**src/rtl/clock_generator_pkg.sv**
```systemverilog
// clock_generator_pkg: shared constants for the programmable pulse generator
package clock_generator_pkg;
  localparam int DEFAULT_WIDTH = 32;
  localparam int WATCH_COMPARAND = 50_000_000;
endpackage

```
**src/rtl/clock_generator.sv**
```systemverilog
// clock_generator: emits a one-cycle pulse every COMPARAND enabled clock cycles
module clock_generator
  import clock_generator_pkg::*;
#(
  parameter int WIDTH = DEFAULT_WIDTH
) (
  input  logic             CLOCK,
  input  logic             RESET_N,
  input  logic             Enable,
  input  logic [WIDTH-1:0] COMPARAND,
  output logic [WIDTH-1:0] internalCounter,
  output logic             generatedCLOCK
);
  logic [WIDTH-1:0] last;
  logic wrap;
  // zero and one both mean divide-by-one, so guard the decrement against underflow
  assign last = (COMPARAND == '0) ? '0 : COMPARAND - WIDTH'(1);
  assign wrap = internalCounter >= last;
  always_ff @(posedge CLOCK or negedge RESET_N) begin
    if (!RESET_N) begin
      internalCounter <= '0;
      generatedCLOCK  <= 1'b0;
    end else begin
      internalCounter <= !Enable ? internalCounter : wrap ? '0 : internalCounter + WIDTH'(1);
      generatedCLOCK  <= Enable && wrap;
    end
  end
endmodule

```
**config.mk**
```make
export PLATFORM = sky130hd
export DESIGN_NAME = clock_generator
export DESIGN_NICKNAME = d
export VERILOG_FILES = /design/src/rtl/clock_generator_pkg.sv /design/src/rtl/clock_generator.sv
export SDC_FILE = /design/constraint.sdc
export NUM_CORES = 1
export LEC_CHECK = 0
export ABC_CLOCK_PERIOD_IN_PS = 7900
export CORE_AREA = 5 5 96 98
export DETAILED_ROUTE_END_ITERATION = 6
export DIE_AREA = 0 0 101 103
export PLACE_DENSITY_LB_ADDON = 0.2
export SETUP_SLACK_MARGIN = 0.15
export SLEW_MARGIN = 20
export SYNTH_ARGS = -nofsm -noshare
export SYNTH_HDL_FRONTEND = slang
export SYNTH_SLANG_ARGS = --single-unit
export TNS_END_PERCENT = 1
```
**constraint.sdc**
```tcl
create_clock -name CLOCK -period 7.9 [get_ports CLOCK]
set_input_delay 0.79 -clock CLOCK [delete_from_list [all_inputs] [get_ports CLOCK]]
set_output_delay 0.79 -clock CLOCK [all_outputs]
set_load 0.02 [all_outputs]
```
# Word level (Yosys, flattened, before mapping)
# Index checks and enable logic that the tools add are counted.
dict set report totals {
  register_bits 33
  inputBits 35
  output_inout_bits 33
  wordCells 9
}
dict set report classes {
  n_mux 2
  magnitude_cmp 1
  n_addsub 2
  reduce_logical 2
}
# cell n
set ops {}
lappend ops {{$mux 32} 2}
lappend ops {{$add 32x1->32 const B} 1}
lappend ops {{$ge 32x32->1} 1}
lappend ops {{$logic_not 32->1} 1}
lappend ops {{$sub 32x1->32 const B} 1}
lappend ops {{$logic_and 1x1->1} 1}

# Longest topological paths before layout
dict set report depth {
  ltp_word 4
  depth_mapped 15
}

# Least setup slack after synthesis
# No wires, ideal clock.
dict set report synth_timing {
  path_kind {input to register}
  from {input COMPARAND[19]}
  to {register internalCounter[12]}
  setup_time_ns 0.132
  t_arrival_ns 5.250
  slack_ns 2.519
  t_required_ns 7.768
  path_stages 15
  path_cell_list {or4_4 > or4b_4 > or3_4 > or4_1 > buf_2 > buf_6 > nand2_1 > ha_1 > nand2_1 > nor4_1 > or4b_2 > a311o_1 > a21oi_2 > clkbuf_1 > nor2_1}
}
dict set report synth_between {
  elab_chain_cells 4
  word_cells_on_any_way 5
}
# element line
set synth_lines {}
lappend synth_lines {{start, declared} clock_generator.sv:10} ;# input logic [WIDTH-1:0] COMPARAND,
lappend synth_lines {{$sub 32x1->32 / $logic_not 32->1 (equally long branches)} clock_generator.sv:17} ;# assign last = (COMPARAND == '0) ? '0 : COMPARAND - WIDTH'(1);
lappend synth_lines {{$mux 32 *} clock_generator.sv:17}
lappend synth_lines {{$ge 32x32->1 *} clock_generator.sv:18} ;# assign wrap = internalCounter >= last;
lappend synth_lines {{$mux 32 *} clock_generator.sv:24} ;# internalCounter <= !Enable ? internalCounter : wrap ? '0 : internalCounter + WIDTH'(1);
lappend synth_lines {{end signal, assigned} clock_generator.sv:24}
lappend synth_lines {{end, declared} clock_generator.sv:11} ;# output logic [WIDTH-1:0] internalCounter,
# Mark *: on every way between the ends. The rest lies on a longest branch, timed or not.
# A chain may end at the register's enable or synchronous reset.

# Worst setup path in the final report
dict set report layout_timing {
  from {input COMPARAND[17]}
  to {register internalCounter[19]}
}
# Same word-level chain as after synthesis.

==> impl_metrics.py <==
metrics = {
    "drt": {
        "wl_per_cell_um": 16.0,
        "drt_first_pass_iters": 4,
        "detail_route.drc_violations": 0,
        "routed_via_count": 2879,
        "route.final.wire_length_um": 8700,
        "first_iter_violations": 103,
        "antenna_left": 0,
        "detail_route.vias_per_cell": 5.29,
    },
    "timing": {
        "drv_slew": 0,
        "slew-limit-headroom": 0.440,
        "tightest_slew_ns": 0.839,
        "rsz0062_at_grt": "no",
        "fin_tns_setup_ns": 0,
        "timing.final.crit_period_ns": 6.40,
        "hold_viol": 0,
        "fmaxAchievable_mhz": 156,
        "final.setup_skew_ns": 0.00773,
        "finalSetupViolCount": 0,
        "finalCritPeriodShare": 0.810,
    },
    "global_routing": {
        "grt_first_pass_wirelength_um": 14200,
        "globalRouteTotalUtil": 0.171,
        "via_count_of_the_first_global_routing_pass": 2773,
        "groute.layer.met1.usage": 0.240,
        "largest_net_degree_at_the_start_of_global_routing": 34,
        "antenna_violations_before_repair": 0,
        "use_met3": 0.0318,
        "gr-max-usage-layer": "met2",
        "grt_overflow_total": 0,
        "use_met2": 0.270,
    },
    "synth": {
        "synth.ff_latch_count": 33,
        "async_reset_ff_frac": 1.00,
        "synth_top_area_frac": 0.272,
        "yosysUniqueCellTypes": 50,
        "synthCells": 366,
        "yosys_warnings": 0,
        "synth_edf_count": 0,
        "yosys.area.top_type": "dfrtp_1",
        "yosys-top-cells-area": "dfrtp_1 27%, ha_1 14%, xor2_1 11%, nand2_1 6.3%, nor2_1 5.8%",
        "synth_flop_cell": "dfrtp_1",
        "synthesis.area_um2": 3040,
        "postSynthNetCount": 436,
        "postSynthAreaPerCell_um2": 8.30,
        "seq_area_frac_synth": 0.272,
    },
    "floorplanning": {
        "die_outline_area_um2": 10400,
        "placement_rows": 34,
        "core_um2": 8380,
        "die_x_um": 101,
        "dieHeight_um": 103,
        "initial_utilization": 0.362,
        "pin_count": 68,
    },
    "clock_network": {
        "clock_tree.htree_level_count": 2,
        "number_of_cts_inserted_buffers": 5,
        "postCtsResizedCells": 0,
        "worstSkewPairLatency_ns": 0.29,
        "cts_tree": "done",
        "cts_max_path_buffers": 2,
        "clk_root_buffer_cell": "clkbuf_8",
        "clk_pin_slew_ns": 0.07,
        "cts.hold.buffers_added": 0,
        "postCtsSetupBuffers": 0,
        "clock_sink_count": 33,
    },
    "status": {
        "run_status": "completed",
    },
    "final_layout": {
        "final_layout_size_suffix_gt1_frac": 0.0459,
        "synth_to_layout_area_growth_pct": 29.4,
        "fill_cells": 795,
        "num-nets-final": 505,
        "diodes_inserted": 0,
        "multiInputGateArea_um2": 2150,
        "register_area_um2": 826,
    },
    "placement": {
        "gp_congestion": 0.858,
        "port_buffers": 67,
        "place.detailed.hpwl_um": 6780,
    },
    "pwr": {
        "power.ir.vdd_worst_v": 0.0000592,
        "leak_pwr_nw": 1.77,
        "powerDensity_nw_per_um2": 131,
        "report.power.total_w": 0.000514,
    },
    "critical_path": {
        "path_max_fanout": 26,
        "worstSetupEndpointType": "register",
        "worstPathRequired_ns": 8.07,
        "startpoint_type": "input port",
        "critPathArrivalTime_ns": 6.57,
        "setup.worst_path.class": "input port to register",
    },
    "flow_run": {
        "maxCapViolCount": 0,
    },
    "min_path": {
        "hold_path.class": "register to register",
    },
}
[worst max-delay path, stage by stage]
cell and delay [ns]:
clkdlybuf4s50_1 0.47, or4_4 0.58, or4b_4 0.54, or3_4 0.40, or4_1 0.94, nand2_1 0.19
ha_1 0.16, nand2_1 0.08, nor4_1 0.34, or4b_2 0.65, a311o_1 0.41, a21oi_2 0.60
buf_4 0.34, nor2_1 0.08
[Yosys cell counts, drive strengths merged (8+ instances only)]
| master | instances |
|---|---|
| a21oi | 17 |
| xnor2 | 11 |
| xor2 | 39 |
| nor3 | 13 |
| ha | 35 |
| nand2b | 8 |
| nor2 | 47 |
| nor4 | 10 |
| dfrtp | 33 |
| nand4 | 11 |
| nand2 | 53 |
| nand3 | 13 |
[layer usage]
metal	vias to the layer above	part of all wire
met1	1356	0.48
met4	0	0.012
met3	7	0.048
li1	1454	-
met5	-	0
met2	62	0.46
[final cells by class]
cell class | count | area share
clock inverters | 1 | 0.00764
well taps | 108 | 0.0344
repair buffers | 69 | 0.174
clock buffers | 7 | 0.0220
multi-input cells | 320 | 0.546
flip-flops and latches | 33 | 0.210
inverters | 6 | 0.00573
[cells by family (layout without fill, tap and decap cells)]
kind of cell | Yosys count | count (layout) | synth area share
AO/OA/AOI/OAI | 40 | 40 | 0.0840
XOR/XNOR | 50 | 50 | 0.144
adder cells (fa/ha/maj) | 35 | 35 | 0.144
buffers and inverters | 13 | 83 | 0.0214
flip-flops | 33 | 33 | 0.272
multiplexers | 3 | 3 | 0.0103
AND/OR/NAND/NOR | 192 | 192 | 0.324
[final timing paths]
kind	from	to	slack (ns)	cells past startpoint
setup / recovery	COMPARAND[17]	internalCounter[19]	1.50	14
hold / removal	internalCounter[31]	internalCounter[31]	0.60	2
setup reg to reg	internalCounter[13]	internalCounter[19]	4.46	8
hold reg to reg	internalCounter[31]	internalCounter[31]	0.60	2
max in group asynchronous	RESET_N	internalCounter[6]	6.66	2
min in group asynchronous	RESET_N	internalCounter[2]	0.91	2
[stage by stage]
step,utilization,std cells,setup WS [ns],instance area [µm²],hold WS (ns)
global placement,0.455,536,1.41,3820,0.593
finish,0.469,544,1.50,3930,0.605
detailed placement,0.455,536,1.23,3820,0.588
global route,0.469,544,1.24,3930,0.641
floorplan,-,366,2.52,3040,0.494
CTS,0.469,544,1.54,3930,0.614
[where the power goes]
group	internal, W	switching (W)
registers	0.000181	0.0000211
logic	0.0000727	0.0000694
clock network	0.000103	0.0000669
total	0.000356	0.000157
[placed cells by master (no fill, tap or decap), drive strengths merged, types with 2 or more instances in the layout]
cell,instances
clkdlybuf4s50,67
nand2,53
nor2,47
xor2,39
ha,35
dfrtp,33
a21oi,17
nor3,13
nand3,13
xnor2,11
nand4,11
nor4,10
nand2b,8
o21ai,7
and3,7
or4,7
clkbuf,7
inv,6
and4,5
or3,5
and2,3
a21o,3
nand3b,2
mux2i,2
nor2b,2
o31ai,2
buf,2
or4b,2
[registers in the layout (all words and copies together), names as in the netlist]
register	cells
internalCounter	32
generatedCLOCK	1
Power figures use the tool's default switching activity.
